`src/rtl/demux_pkg.sv`:
```
// Shared definitions for the demux bank: mode encodings and the one-hot decode helper.
package demux_pkg;

   localparam logic [1:0] MODE_DIRECT = 2'b00;
   localparam logic [1:0] MODE_LATCH  = 2'b01;
   localparam logic [1:0] MODE_SCAN   = 2'b10;

   // Widest select the bank supports; decode works at this width and callers
   // cast the result down to their own output count.
   localparam int MAX_SEL_W = 4;
   localparam int MAX_OUT_N = 2 ** MAX_SEL_W;

   // One-hot (act=1) or one-cold (act=0) decode of addr.
   function automatic logic [MAX_OUT_N-1:0] decode(input logic [MAX_SEL_W-1:0] addr,
                                                   input logic                 act);
      logic [MAX_OUT_N-1:0] hot;
      hot = MAX_OUT_N'(1) << addr;
      return act ? hot : ~hot;
   endfunction

endpackage

```
`src/rtl/demux_bank_seq_if.sv`:
```
// Bus bundle between the demux bank and whatever drives it.
// Inputs are sampled on every rising clock edge; there is no handshake, every
// cycle is a transfer and y/scan_addr/scan_wrap are registered outputs.
interface demux_bank_seq_if #(
   parameter int CH    = 2,
   parameter int SEL_W = 2
);
   localparam int OUT_N = 2 ** SEL_W;

   logic [1:0]          mode;
   logic [CH-1:0]       en_n;
   logic [CH*SEL_W-1:0] sel;
   logic [CH-1:0]       ld;
   logic [CH*OUT_N-1:0] y;
   logic [SEL_W-1:0]    scan_addr;
   logic                scan_wrap;

   modport master (
      output mode, en_n, sel, ld,
      input  y, scan_addr, scan_wrap
   );

   modport slave (
      input  mode, en_n, sel, ld,
      output y, scan_addr, scan_wrap
   );
endinterface

```
`src/rtl/demux_dec_ch.sv`:
```
// One decoder channel: address latch, effective-address select and the
// registered decode output.
module demux_dec_ch
   import demux_pkg::*;
#(
   parameter int SEL_W      = 2,
   parameter int ACTIVE_LOW = 1
) (
   input  logic                  clk,
   input  logic                  rst_n,
   input  logic [1:0]            mode,
   input  logic                  en_n,
   input  logic [SEL_W-1:0]      sel,
   input  logic                  ld,
   input  logic [SEL_W-1:0]      scan_addr,
   output logic [2**SEL_W-1:0]   y
);

   localparam int   OUT_N = 2 ** SEL_W;
   localparam logic ACT   = (ACTIVE_LOW != 0) ? 1'b0 : 1'b1;
   localparam logic INACT = ~ACT;

   logic [SEL_W-1:0] lat_q;
   logic [SEL_W-1:0] eff;

   // Effective address; a load is transparent in its own cycle in latched mode.
   always_comb begin
      eff = sel;
      case (mode)
         MODE_LATCH: eff = ld ? sel : lat_q;
         MODE_SCAN:  eff = scan_addr;
         default:    eff = sel;
      endcase
   end

   // Address latch (loads in every mode, independent of enable) and output register.
   always_ff @(posedge clk or negedge rst_n) begin
      if (!rst_n) begin
         lat_q <= '0;
         y     <= {OUT_N{INACT}};
      end else begin
         if (ld) begin
            lat_q <= sel;
         end
         if (en_n) begin
            y <= {OUT_N{INACT}};
         end else begin
            y <= OUT_N'(decode(MAX_SEL_W'(eff), ACT));
         end
      end
   end

endmodule

```
`src/rtl/demux_bank_seq.sv`:
```
// Bank of CH registered 1-of-2^SEL_W decoders with a shared auto-scan counter.
module demux_bank_seq
   import demux_pkg::*;
#(
   parameter int CH         = 2,
   parameter int SEL_W      = 2,
   parameter int SCAN_DIV   = 4,
   parameter int ACTIVE_LOW = 1
) (
   input  logic            clk,
   input  logic            rst_n,
   demux_bank_seq_if.slave bus
);

   localparam int OUT_N = 2 ** SEL_W;
   localparam int PW    = (SCAN_DIV > 1) ? $clog2(SCAN_DIV) : 1;

   localparam logic [PW-1:0]    PRESC_MAX = PW'(SCAN_DIV - 1);
   localparam logic [SEL_W-1:0] CNT_MAX   = '1;

   logic [PW-1:0]       presc_q;
   logic [SEL_W-1:0]    cnt_q;
   logic                wrap_q;
   logic                was_scan_q;
   logic                scan_mode;
   logic [CH*OUT_N-1:0] y_all;

   assign scan_mode = (bus.mode == MODE_SCAN);

   // Scan engine: prescaled counter, cleared outside scan and on scan entry.
   always_ff @(posedge clk or negedge rst_n) begin
      if (!rst_n) begin
         presc_q    <= '0;
         cnt_q      <= '0;
         wrap_q     <= 1'b0;
         was_scan_q <= 1'b0;
      end else begin
         was_scan_q <= scan_mode;
         if (!scan_mode || !was_scan_q) begin
            presc_q <= '0;
            cnt_q   <= '0;
            wrap_q  <= 1'b0;
         end else if (presc_q == PRESC_MAX) begin
            presc_q <= '0;
            cnt_q   <= cnt_q + SEL_W'(1);
            wrap_q  <= (cnt_q == CNT_MAX);
         end else begin
            presc_q <= presc_q + PW'(1);
            wrap_q  <= 1'b0;
         end
      end
   end

   for (genvar c = 0; c < CH; c++) begin : g_ch
      demux_dec_ch #(
         .SEL_W      (SEL_W),
         .ACTIVE_LOW (ACTIVE_LOW)
      ) u_ch (
         .clk       (clk),
         .rst_n     (rst_n),
         .mode      (bus.mode),
         .en_n      (bus.en_n[c]),
         .sel       (bus.sel[c*SEL_W +: SEL_W]),
         .ld        (bus.ld[c]),
         .scan_addr (cnt_q),
         .y         (y_all[c*OUT_N +: OUT_N])
      );
   end

   assign bus.y         = y_all;
   assign bus.scan_addr = cnt_q;
   assign bus.scan_wrap = wrap_q;

endmodule
```
`src/flat_wrapper.sv`:
```
// flat-port wrapper written by rule: the top's interface ports become plain ports
module demux_bank_seq_flat import demux_pkg::*;
#(
   parameter int CH         = 2,
   parameter int SEL_W      = 2,
   parameter int SCAN_DIV   = 4,
   parameter int ACTIVE_LOW = 1
)
  (clk, rst_n, bus_mode, bus_en_n, bus_sel, bus_ld, bus_y, bus_scan_addr, bus_scan_wrap);
  demux_bank_seq_if #(.CH(CH), .SEL_W(SEL_W)) bus_i ();
  input  logic clk;
  input  logic rst_n;
  input wire logic [$bits(bus_i.mode)-1:0] bus_mode;
  input wire logic [$bits(bus_i.en_n)-1:0] bus_en_n;
  input wire logic [$bits(bus_i.sel)-1:0] bus_sel;
  input wire logic [$bits(bus_i.ld)-1:0] bus_ld;
  output wire logic [$bits(bus_i.y)-1:0] bus_y;
  output wire logic [$bits(bus_i.scan_addr)-1:0] bus_scan_addr;
  output wire logic [$bits(bus_i.scan_wrap)-1:0] bus_scan_wrap;
  assign bus_i.mode = bus_mode;
  assign bus_i.en_n = bus_en_n;
  assign bus_i.sel = bus_sel;
  assign bus_i.ld = bus_ld;
  assign bus_y = bus_i.y;
  assign bus_scan_addr = bus_i.scan_addr;
  assign bus_scan_wrap = bus_i.scan_wrap;
  demux_bank_seq #(.CH(CH), .SEL_W(SEL_W), .SCAN_DIV(SCAN_DIV), .ACTIVE_LOW(ACTIVE_LOW)) u_core (.clk(clk), .rst_n(rst_n), .bus(bus_i));
endmodule
```
`config.mk`:
```
export PLATFORM = sky130hd
export DESIGN_NAME = demux_bank_seq_flat
export DESIGN_NICKNAME = d
export VERILOG_FILES = /design/src/rtl/demux_pkg.sv /design/src/rtl/demux_bank_seq_if.sv /design/src/rtl/demux_dec_ch.sv /design/src/rtl/demux_bank_seq.sv /design/src/flat_wrapper.sv
export SDC_FILE = /design/constraint.sdc
export NUM_CORES = 1
export LEC_CHECK = 0
export ABC_AREA = 1
export CAP_MARGIN = 15
export CORE_MARGIN = 2
export CORE_UTILIZATION = 47
export DETAILED_ROUTE_END_ITERATION = 8
export PLACE_DENSITY = 0.77
export SYNTH_ARGS = -nofsm -noshare
export SYNTH_HDL_FRONTEND = slang
export SYNTH_HIERARCHICAL = 1
export SYNTH_SLANG_ARGS = --single-unit
export TNS_END_PERCENT = 100
```
`constraint.sdc`:
```
create_clock -name clk -period 1.1 [get_ports clk]
set_input_delay 0.165 -clock clk [delete_from_list [all_inputs] [get_ports clk]]
set_output_delay 0.165 -clock clk [all_outputs]
set_load 0.01 [all_outputs]
```
==> flow_summary_export.csv <==
group,metric,value,unit
die,die_area,2380,sq um
routing,wl,1810,microns
clocking,cts_root_buffer,"clkbuf_4",
timing,fmax,0.929,GHz
routing,drtPass1Iterations,4,
die,initial_core_util,0.490,
die,die_w,48.8,microns
critical_path,worst-path-buf-inv,1,
placement,dp_hpwl,1310,microns
timing,fin_skew,0.00264,ns
critical_path,critical_path_required,0.94,ns
critical_path,path_cells,"buf_6",
clocking,clk_path_buf_depth,2,
critical_path,worstPathArrival,0.91,ns
critical_path,path_delay_family,"flip-flops",
timing,tightest_slew,0.268,ns
die,ioPinCount,23,
yosys,synth_nets,122,
finish,layout-drive-gt1-share,0.406,
timing,worst_slack,0.0235,ns
die,die_h,48.8,microns
finish,final_area,1350,sq um
yosys,synth_area,942,sq um
global_routing,antenna_found_initial,0,
finish,fin_nets,158,
yosys,ys_ff_latch,18,
timing,report.final.slew_viol_count,0,
placement,gp_congestion,0.808,
yosys,synth.yosys.seq_area_share,0.489,
routing,vias_per_cell,4.64,
worst_hold_path,hold_class,"input port to async pin",
routing,dr.first_iter.drc_count,13,
finish,diodes,0,
critical_path,path_max_fanout,1,
timing,finalHoldViolations,0,
timing,rsz0062_at_grt,"true",
clocking,htree_levels,1,
global_routing,grt_pass1_vias,735,
clocking,hold_buffers,0,
timing,period_needed,1.08,ns
placement,pre_cts_slack,-0.484,ns
timing,setup_violations,0,
critical_path,crit_path_end_kind,"output pin",
critical_path,startpoint_type,"flop",
global_routing,grt_start_max_net_pins,19,
placement,place_area,1280,sq um
timing,setup_tns,0,ns
global_routing,gr-total-overflow,0,
critical_path,cp_slowest_cell,"dfstp_2",
power_and_ir_drop,power.density,1040,nW/um^2
routing,final_antenna_net_count,0,
yosys,avgSynthCellArea,9.06,sq um
routing,via_count,766,
clocking,numCtsBuffers,3,
critical_path,path_class,"flop to output pin",
yosys,synth_cell_types,18,
yosys,yosys_warnings,6,
timing,period_share,0.979,
placement,placed_cells,162,
clocking,numClockSinks,18,
global_routing,gr-usage-all-layers,0.163,
global_routing,grt_pass1_wl,2990,microns
die,core_area,1920,sq um
routing,wl_per_cell,11.0,microns
timing,relSlewSlack,0.821,
routing,drc,0,
clocking,clock_latency,0.28,ns
power_and_ir_drop,vdd_drop_max,712,uV
critical_path,worst_path_largest_cell_delay,0.54,ns
die,fp-row-count,16,
placement,io_buffers,22,
clocking,clk_pin_slew,0.10,ns
power_and_ir_drop,total_leakage_power,0.672,nW
outcome,run_status,"completed",
finish,syn_to_final_growth,43.6,%
clocking,cts_tree,"yes",
finish,instances_no_fill,165,
finish,fin_util,0.704,
run,maxCapViolCount,0,
yosys,syn_inst,104,
cell usage in the layout (no fill, tap or decap):
master and instances:
nand2_2 6, buf_12 1, clkdlybuf4s50_1 9, nor2_4 1, nand4_1 4, buf_4 7
nor2_2 2, ha_1 3, a21oi_2 6, nor2_1 6, nor3_2 1, buf_2 2
nand3_2 2, nand3_1 6, clkbuf_4 3, clkdlybuf4s15_1 1, nand2_1 15, o21ai_2 2
dfstp_2 8, and2_1 4, dlygate4sd2_1 2, ha_4 3, inv_1 22, inv_2 2
buf_6 9, nand2_4 1, dfrtp_1 10
synthesized netlist by cell type (all sizes together):
library cell / instances / area (sq um)
dfstp: 8 / 210
and2: 4 / 25.0
nand3: 8 / 50.1
nand4: 4 / 25.0
nor2: 9 / 46.3
nor3: 1 / 10.0
o21ai: 2 / 17.5
ha: 6 / 75.1
inv: 24 / 90.1
a21oi: 6 / 37.5
dfrtp: 10 / 250
nand2: 22 / 105
path summary, 6_finish.rpt:
path	start	end	slack, ns	cells past startpoint
worst max-delay path	u_core/g_ch[0].u_ch/y[1]	bus_y[1]	0.02	1
max in group asynchronous	rst_n	u_core/g_ch[1].u_ch/y[1]	0.68	2
min in group clk	bus_mode[0]	u_core/was_scan_q	0.37	3
worst min-delay path	rst_n	u_core/g_ch[0].u_ch/lat_q[1]	0.21	2
worst max register to register	u_core/bus.scan_addr[0]	u_core/g_ch[0].u_ch/y[2]	0.04	5
worst min register to register	u_core/presc_q[0]	u_core/presc_q[0]	0.46	1
per-layer routing:
layer | wire length (microns) | share of wire | vias up | GRT usage
li1 | - | - | 394 | -
met5 | 0 | 0 | - | 0
met4 | 16 | 0.0088 | 0 | 0.0571
met3 | 52 | 0.029 | 2 | 0.0307
met2 | 932 | 0.51 | 12 | 0.301
met1 | 809 | 0.45 | 358 | 0.185
sequential cells by signal, indices dropped and copies added (netlist names):
name,count
u_core/bus.scan_addr,2
u_core/bus.scan_wrap,1
u_core/g_ch.u_ch/lat_q,4
u_core/g_ch.u_ch/y,8
u_core/presc_q,2
u_core/was_scan_q,1
cells by family (layout without fill, tap and decap cells):
kind of cell    Yosys count  after routing  synth area share
compound gates            8              8            0.0584
buf+inv                  24             58            0.0956
simple gates             48             48             0.278
flops                    18             18             0.489
fa+ha+maj                 6              6            0.0797
cell type report:
class	instances	area (sq um)
clock buffer	3	22.5
fill	157	569
inverter	24	90.1
multi-input combinational	62	444
sequential	18	460
tap	27	33.8
timing repair buffer	31	302
power by group:
| part | switching, mW | internal [mW] |
|---|---|---|
| Sequential | 0.0167 | 0.716 |
| Clock | 0.191 | 0.127 |
| Combinational | 0.170 | 0.179 |
through the flow:
| step | hold slack, ns | power (mW) |
|---|---|---|
| 3_5_place_dp | 0.455 | 1.06 |
| 3_3_place_gp | 0.435 | 1.05 |
| 2_1_floorplan | -0.131 | 0.899 |
| 5_1_grt | 0.213 | 1.47 |
| 6_report | 0.207 | 1.40 |
| 4_1_cts | 0.208 | 1.37 |
repair_timing:
action | 4_1_cts | 5_1_grt
pin swaps | 0 | 1
endpoints found under the setup margin | 19 | 16
setup buffers | 0 | 0
resized for setup | 50 | 12
(Power assumes the default switching activity.)
